===== src/rtl/spi_note_sender.sv =====
// SPI master (mode 0, no chip select) that serializes note commands into 48-bit packets.
// Optional command FIFO enabled by defining NOTE_SENDER_FIFO_EN; FIFO_DEPTH must be a power of two >= 2.
module spi_note_sender #(
  parameter int CLK_DIV    = 8,
  parameter int GAP_CYCLES = 64,
  parameter int FIFO_DEPTH = 4
) (
  input  logic        i_clk,
  input  logic        i_reset,
  input  logic        i_valid,
  output logic        o_ready,
  input  logic        i_note_status,
  input  logic [7:0]  i_voice_index,
  input  logic [31:0] i_tuning_code,
  input  logic [6:0]  i_velocity,
  output logic        o_SPI_sclk,
  output logic        o_SPI_mosi,
  output logic        o_busy,
  output logic        o_done
);

  typedef enum logic [1:0] {IDLE, LOW, HIGH, GAP} state_t;

  localparam logic [7:0]  DIV_LAST = 8'(CLK_DIV - 1);
  localparam logic [15:0] GAP_LAST = 16'(GAP_CYCLES - 1);
  localparam logic [5:0]  BIT_LAST = 6'd47;

  state_t      state_reg, state_next;
  logic [47:0] shift_reg, shift_next;
  logic [7:0]  div_reg, div_next;
  logic [5:0]  bit_reg, bit_next;
  logic [15:0] gap_reg, gap_next;

  logic [47:0] packet_in;
  logic [47:0] cmd_data;
  logic        cmd_avail;

  assign packet_in = {i_note_status, i_velocity, i_voice_index, i_tuning_code};

`ifdef NOTE_SENDER_FIFO_EN
  localparam int AW = $clog2(FIFO_DEPTH);

  logic [47:0]   fifo_mem [FIFO_DEPTH];
  logic [AW-1:0] wr_ptr_reg, rd_ptr_reg;
  logic [AW:0]   count_reg;
  logic          push, pop, fifo_empty;

  assign fifo_empty = (count_reg == '0);
  assign o_ready    = (count_reg != (AW+1)'(FIFO_DEPTH));
  assign push       = i_valid && o_ready;
  // The serializer drains the FIFO from its IDLE cycle, so only one idle cycle separates packets.
  assign pop        = (state_reg == IDLE) && !fifo_empty;
  assign cmd_avail  = !fifo_empty;
  assign cmd_data   = fifo_mem[rd_ptr_reg];
  assign o_busy     = (state_reg != IDLE) || !fifo_empty;

  always_ff @(posedge i_clk) begin
    if (push) begin
      fifo_mem[wr_ptr_reg] <= packet_in;
    end
  end

  always_ff @(posedge i_clk) begin
    if (i_reset) begin
      wr_ptr_reg <= '0;
      rd_ptr_reg <= '0;
      count_reg  <= '0;
    end else begin
      if (push) wr_ptr_reg <= wr_ptr_reg + 1'b1;
      if (pop)  rd_ptr_reg <= rd_ptr_reg + 1'b1;
      case ({push, pop})
        2'b10:   count_reg <= count_reg + 1'b1;
        2'b01:   count_reg <= count_reg - 1'b1;
        default: count_reg <= count_reg;
      endcase
    end
  end
`else
  assign o_ready   = (state_reg == IDLE);
  assign cmd_avail = i_valid;
  assign cmd_data  = packet_in;
  assign o_busy    = (state_reg != IDLE);
`endif

  always_ff @(posedge i_clk) begin
    if (i_reset) begin
      state_reg <= IDLE;
      shift_reg <= '0;
      div_reg   <= '0;
      bit_reg   <= '0;
      gap_reg   <= '0;
    end else begin
      state_reg <= state_next;
      shift_reg <= shift_next;
      div_reg   <= div_next;
      bit_reg   <= bit_next;
      gap_reg   <= gap_next;
    end
  end

  always_comb begin
    state_next = state_reg;
    shift_next = shift_reg;
    div_next   = div_reg;
    bit_next   = bit_reg;
    gap_next   = gap_reg;
    case (state_reg)
      IDLE: begin
        div_next = '0;
        bit_next = '0;
        gap_next = '0;
        if (cmd_avail) begin
          shift_next = cmd_data;
          state_next = LOW;
        end
      end
      LOW: begin
        if (div_reg == DIV_LAST) begin
          div_next   = '0;
          state_next = HIGH;
        end else begin
          div_next = div_reg + 8'd1;
        end
      end
      HIGH: begin
        if (div_reg == DIV_LAST) begin
          div_next   = '0;
          // Shifting at the end of HIGH keeps mosi stable for the whole high phase.
          shift_next = {shift_reg[46:0], 1'b0};
          if (bit_reg == BIT_LAST) begin
            bit_next   = '0;
            state_next = GAP;
          end else begin
            bit_next   = bit_reg + 6'd1;
            state_next = LOW;
          end
        end else begin
          div_next = div_reg + 8'd1;
        end
      end
      GAP: begin
        if (gap_reg == GAP_LAST) begin
          gap_next   = '0;
          state_next = IDLE;
        end else begin
          gap_next = gap_reg + 16'd1;
        end
      end
      default: state_next = IDLE;
    endcase
  end

  assign o_SPI_sclk = (state_reg == HIGH);
  assign o_SPI_mosi = ((state_reg == LOW) || (state_reg == HIGH)) && shift_reg[47];
  assign o_done     = (state_reg == GAP) && (gap_reg == GAP_LAST);

endmodule


===== config.mk =====
export PLATFORM = sky130hd
export DESIGN_NAME = spi_note_sender
export DESIGN_NICKNAME = d
export VERILOG_FILES = /design/src/rtl/spi_note_sender.sv
export SDC_FILE = /design/constraint.sdc
export NUM_CORES = 1
export LEC_CHECK = 0
export BUFFER_PORTS_ARGS = -buffer_cell sky130_fd_sc_hd__buf_2
export CORE_ASPECT_RATIO = 0.8
export CORE_MARGIN = 8
export CORE_UTILIZATION = 45
export CTS_BUF_LIST = sky130_fd_sc_hd__clkbuf_16
export CTS_CLUSTER_DIAMETER = 200
export DETAILED_ROUTE_END_ITERATION = 10
export PLACE_DENSITY = 0.76
export SLEW_MARGIN = 40
export SYNTH_ARGS = -nofsm -noshare
export SYNTH_HDL_FRONTEND = slang
export SYNTH_SLANG_ARGS = --single-unit
export TNS_END_PERCENT = 1

===== constraint.sdc =====
create_clock -name i_clk -period 1.76 [get_ports i_clk]
set_input_delay 0.264 -clock i_clk [delete_from_list [all_inputs] [get_ports i_clk]]
set_output_delay 0.264 -clock i_clk [all_outputs]
set_load 0.05 [all_outputs]

==> results of run 1 <==
power breakdown:
group / switching, uW / total, uW / internal (uW)
logic: 2130 / 3910 / 1790
registers: 327 / 2710 / 2380
clock network: 755 / 2000 / 1240
total: 3210 / 8620 / 5410
cell families (layout without fill, tap and decap cells):
| group | after synthesis | in the layout | share of synthesized area |
|---|---|---|---|
| xor gates and xnor gates | 18 | 18 | 0.0395 |
| and+or+nand+nor | 102 | 102 | 0.144 |
| DFF | 80 | 80 | 0.401 |
| adders and majority gates | 8 | 8 | 0.0251 |
| muxes | 50 | 50 | 0.126 |
| buffers and inverters | 40 | 131 | 0.0455 |
| AOI/OAI and AO/OA | 125 | 125 | 0.219 |
worst max-delay path, stage by stage (launching register included):
cell     delay [ns]
dfxtp_2        0.35
ha_4           0.15
nor4b_4        0.20
buf_4          0.16
a41oi_4        0.17
or4_4          0.55
a21oi_2        0.14
area by class of cell:
class	instances	area [um2]
Tap cell	112	140
Sequential cell	80	1610
Clock inverter	7	92.6
Multi-Input combinational cell	303	2330
Inverter	10	43.8
Timing Repair Buffer	105	790
Fill cell	693	3330
Clock buffer	9	225
routing by layer:
metal  vias to the layer above  GRT usage  part of all wire
li1                       1721          -                 -
met1                      1676      0.191              0.44
met2                        93      0.264              0.49
met3                        13     0.0455             0.055
met4                         0     0.0511             0.016
met5                         -          0                 0
cells in the final DEF, fill, tap and decap left out, types with 4 or more instances in the layout:
cell type  count
o21ai_0        5
ha_1           4
buf_2         52
nand4b_1       4
dfxtp_2        4
a21oi_1       53
nand3b_1       4
a21oi_2        5
nor4_1         5
nand3_1       10
clkbuf_16     11
a211oi_1      30
buf_4         42
nand2_1       13
nor3_1         8
dfxtp_1       75
inv_1          7
or3_1          5
xnor2_1       15
mux2i_1       49
buf_12         4
nor2_1        33
a211oi_2      17
timing repair:
item / 4_1_cts / 5_1_grt
endpoints found under the setup margin: 42 / 65
gates cloned: 0 / 3
gates resized for setup: 14 / 23
pin swaps: 7 / 12
setup buffers: 1 / 2
how the worst min path moves through the flow:
stage          cells after the start           end  slack [ns]              from
6_report                           3  shift_reg[0]        0.21  i_tuning_code[0]
2_1_floorplan                      2  shift_reg[0]        0.43  i_tuning_code[0]
5_1_grt                            3  shift_reg[0]        0.21  i_tuning_code[0]
3_3_place_gp                       2  shift_reg[0]        0.47      shift_reg[0]
4_1_cts                            3  shift_reg[0]        0.20  i_tuning_code[0]
3_5_place_dp                       2  shift_reg[0]        0.47      shift_reg[0]
per-stage QoR:
stage / hold WS (ns) / utilization / cell area [um2] / setup TNS [ns]
floorplan: 0.433 / - / 4040 / -2.11
global placement: 0.466 / 0.545 / 4670 / -16.67
detailed placement: 0.472 / 0.550 / 4710 / -3.65
CTS: 0.201 / 0.593 / 5080 / -0.0777
global route: 0.208 / 0.611 / 5230 / -3.57
finish: 0.210 / 0.611 / 5230 / -0.130
==> results.json, run 1 <==
{
  "status": "complete, but fails checks",
  "violations": "negative setup slack",
  "synth.area.top_cells": "dfxtp_1 (40%), mux2i_1 (12%), a21oi_1 (7.3%)",
  "fin_crit_sh": 1.02,
  "synth.most_common_cell": "dfxtp_1",
  "worst_ep_arrival_time_ns": 2.05,
  "vias": 3503,
  "crit_end": "state_reg[0]",
  "drtIter0Drc": 233,
  "pre_cts_ws_ns": -0.134,
  "cts.sink_count": 80,
  "synth_warnings": 0,
  "nets": 568,
  "cts_hold_buf": 0,
  "netlist-cell-type-count": 46,
  "synth_seq_area_share": 0.401,
  "drtAntennaViolNets": 0,
  "first_pass_iters": 4,
  "syn_avg_cell_area_um2": 9.43,
  "cts_tree": "done",
  "numCtsBuffers": 9,
  "synth_top_area_share": 0.401,
  "gp_congestion": 0.814,
  "grt_pass1_wl_mm": 16.0,
  "synth_commonest_cells": "dfxtp_1 (80), a21oi_1 (58), mux2i_1 (49)",
  "hpwlAfterDp_mm": 6.67,
  "wl_per_cell_um": 16.1,
  "start_util": 0.466,
  "cts_max_level": 3,
  "synth_edf_count": 0,
  "coreArea_um2": 8560,
  "setup_slack_ns": -0.0340,
  "slew_viol_final": 0,
  "final_cells": 626,
  "viasPerCell": 5.60,
  "crit_fanout": 5,
  "yosysTopAreaCell": "dfxtp_1",
  "endpoint_kind": "register",
  "r2r-start": "gap_reg[0]",
  "grt_max_degree": 49,
  "syn_area_um2": 3990,
  "syn_nets": 482,
  "cp.required_ns": 2.02,
  "rr_worst_depth": 6,
  "synth_cells": 423,
  "diodes": 0,
  "hp-class": "in2reg",
  "total_power_uw": 8620,
  "gr-usage-all-layers": 0.158,
  "fmaxAchievable_ghz": 0.557,
  "largest_register_ffs": 48,
  "worst_pin_slew_ns": 0.479,
  "max-clock-path-buffers": 2,
  "portBuffers": 55,
  "path_clk_slew_ns": 0.06,
  "dieArea_um2": 12200,
  "r2r_slack_ns": -0.03,
  "p_per_area_nw_per_um2": 1650,
  "finClkSkew_ns": 0.00594,
  "die_h_um": 100,
  "cts_root_buf": "clkbuf_16",
  "synth_ff_type": "dfxtp_1",
  "antenna_found_initial": 0,
  "rows": 30,
  "grt_pass1_vias": 3337,
  "setup_viol": 8,
  "maxCapViolations": 0,
  "ys_ff_latch": 80,
  "grt_remaining_overflow": 0,
  "rsz0062_at_grt": "yes",
  "peakVddDrop_v": 0.000823,
  "die_w_um": 121,
  "dp.cells": 604,
  "relSlewSlack": 0.680,
  "routed_wl_mm": 10.1,
  "finalHoldViolations": 0,
  "ys_async_sr_fraction": 0,
  "r2r_end": "state_reg[0]",
  "areaGrowthSynthToFinish_pct": 31.1,
  "startpoint": "gap_reg[0]",
  "p_leak_uw": 0.00184,
  "path_class": "reg2reg",
  "start_kind": "register",
  "drive_above_1_share": 0.339,
  "period_minus_slack_ns": 1.79,
  "ioPinCount": 56,
  "worstSkewPairLatency_ns": 0.33,
  "drc": 0
}
Power figures use the tool's default switching activity.
==> inputs of run 2 (changes only) <==
--- a/config.mk
+++ b/config.mk
@@ -13,6 +13,7 @@
 export CTS_CLUSTER_DIAMETER = 200
 export DETAILED_ROUTE_END_ITERATION = 10
 export PLACE_DENSITY = 0.76
+export REMOVE_ABC_BUFFERS = 1
 export SLEW_MARGIN = 40
 export SYNTH_ARGS = -nofsm -noshare
 export SYNTH_HDL_FRONTEND = slang
==> run 2 against run 1 <==
Largest cell class unchanged. Cell count down 2.2%. The run still ends with negative setup slack left. Non-clock buffer count down 14. Worst setup slack better by 0.029 ns.
==> results.json, run 2 (synthesis results as in run 1) <==
{
  "status": "complete, but fails checks",
  "violations": "negative setup slack",
  "drc": 0,
  "max-clock-path-buffers": 2,
  "cts_hold_buf": 0,
  "peakVddDrop_v": 0.000731,
  "finalHoldViolations": 0,
  "fin_crit_sh": 1.00,
  "rsz0062_at_grt": "yes",
  "coreArea_um2": 8560,
  "p_sw_uw": 3120,
  "largest_register_ffs": 48,
  "comb_power_share": 0.442,
  "start_util": 0.466,
  "viasPerCell": 5.62,
  "nets": 554,
  "die_w_um": 121,
  "slowest_stage": "dfxtp_2",
  "diodes": 0,
  "p_int_uw": 5100,
  "p_leak_uw": 0.00178,
  "grt_max_degree": 49,
  "antenna_found_initial": 0,
  "path_clk_slew_ns": 0.06,
  "layout_common_cells": "dfxtp_1 (72), a21oi_1 (56), buf_2 (52)",
  "placed_area_um2": 4590,
  "vias": 3442,
  "period_minus_slack_ns": 1.76,
  "worst_ep_arrival_time_ns": 1.50,
  "drtIter0Drc": 266,
  "worstSkewPairLatency_ns": 0.34,
  "final_area_um2": 5110,
  "maxCapViolations": 0,
  "pwr-share-seq": 0.327,
  "hp-class": "in2reg",
  "cts_root_buf": "clkbuf_16",
  "cp_num_buf_inv": 1,
  "slew_viol_final": 0,
  "cts_tree": "done",
  "routed_wl_mm": 10.2,
  "dieArea_um2": 12200,
  "p_per_area_nw_per_um2": 1610,
  "start_kind": "register",
  "finClkSkew_ns": 0.00848,
  "pre_cts_ws_ns": 0.000760,
  "numCtsBuffers": 9,
  "endpoint_kind": "output pin",
  "crit_fanout": 2,
  "grt_pass1_wl_mm": 16.7,
  "cpPeakStageDelay_ns": 0.36,
  "portBuffers": 55,
  "drive_above_1_share": 0.304,
  "path_class": "reg2out",
  "cp.required_ns": 1.50,
  "cts.sink_count": 80,
  "critPathTopFamily": "simple AND/OR/NAND/NOR gates",
  "fmaxAchievable_ghz": 0.567,
  "gr-usage-all-layers": 0.166,
  "grt_remaining_overflow": 0,
  "wl_per_cell_um": 16.7,
  "r2r_slack_ns": 0.02,
  "grt_pass1_vias": 3479,
  "cts_max_level": 3,
  "first_pass_iters": 5,
  "p_clk_frac": 0.231,
  "worst_pin_slew_ns": 0.513,
  "areaGrowthSynthToFinish_pct": 28.1,
  "setup_slack_ns": -0.00448,
  "ioPinCount": 56,
  "gp_congestion": 0.880,
  "worstPathCellList": "ha_4, nor4b_4, nand4_1, nor2_2, buf_6",
  "die_h_um": 100,
  "hpwlAfterDp_mm": 6.65,
  "drtAntennaViolNets": 0,
  "p_sw_frac": 0.380,
  "relSlewSlack": 0.658,
  "setup_viol": 1,
  "final_common_cell": "dfxtp_1",
  "rows": 30
}
[run 2: routing by layer]
layer  share of wire  vias to the layer above  track usage
met3           0.044                        8       0.0354
met1            0.45                     1637        0.203
met5               0                        -            0
li1                -                     1705            -
met2            0.50                       92        0.280
met4           0.012                        0       0.0596
[run 2: power groups by stage]
stage	Clock, uW	Combinational, uW	Sequential [uW]
after detailed placement	0	3210	2700
final	1900	3640	2690
after CTS	1940	3320	2670
after global placement	0	3100	2660
after global routing	2010	3940	2750
after floorplan	0	2130	2610
[run 2: cell type report]
class	instances	area, um2
Fill cell	724	3450
Tap cell	112	140
Clock inverter	7	75.1
Timing Repair Buffer	91	718
Sequential cell	80	1610
Clock buffer	9	225
Multi-Input combinational cell	303	2300
Inverter	10	37.5
[run 2: through the flow]
| step | util | power, uW | setup TNS, ns | hold WS (ns) | cells |
|---|---|---|---|---|---|
| after floorplan | - | 4740 | -187.57 | 0.329 | 393 |
| after global placement | 0.536 | 5770 | 0 | 0.479 | 591 |
| after detailed placement | 0.536 | 5910 | 0 | 0.485 | 591 |
| after CTS | 0.584 | 7930 | -0.0525 | 0.227 | 611 |
| after global routing | 0.597 | 8710 | -0.0988 | 0.228 | 612 |
| final | 0.597 | 8230 | -0.00448 | 0.237 | 612 |
[run 2: repair_timing]
action	CTS	global route
gates cloned	1	1
setup endpoints to repair	5	62
pin swaps	5	3
resized for setup	16	23
buffers inserted	3	0
[run 2: tightest hold or removal path, cell delays in order]
cell      delay (ns)
buf_2           0.11
nand4b_1        0.08
a21oi_1         0.06
[run 2: worst paths after layout]
path                         start            to  cells past startpoint
setup reg to reg        gap_reg[1]  state_reg[0]                      6
hold reg to reg       shift_reg[0]  shift_reg[0]                      2
setup / recovery        gap_reg[1]        o_done                      5
hold / removal    i_tuning_code[0]  shift_reg[0]                      3
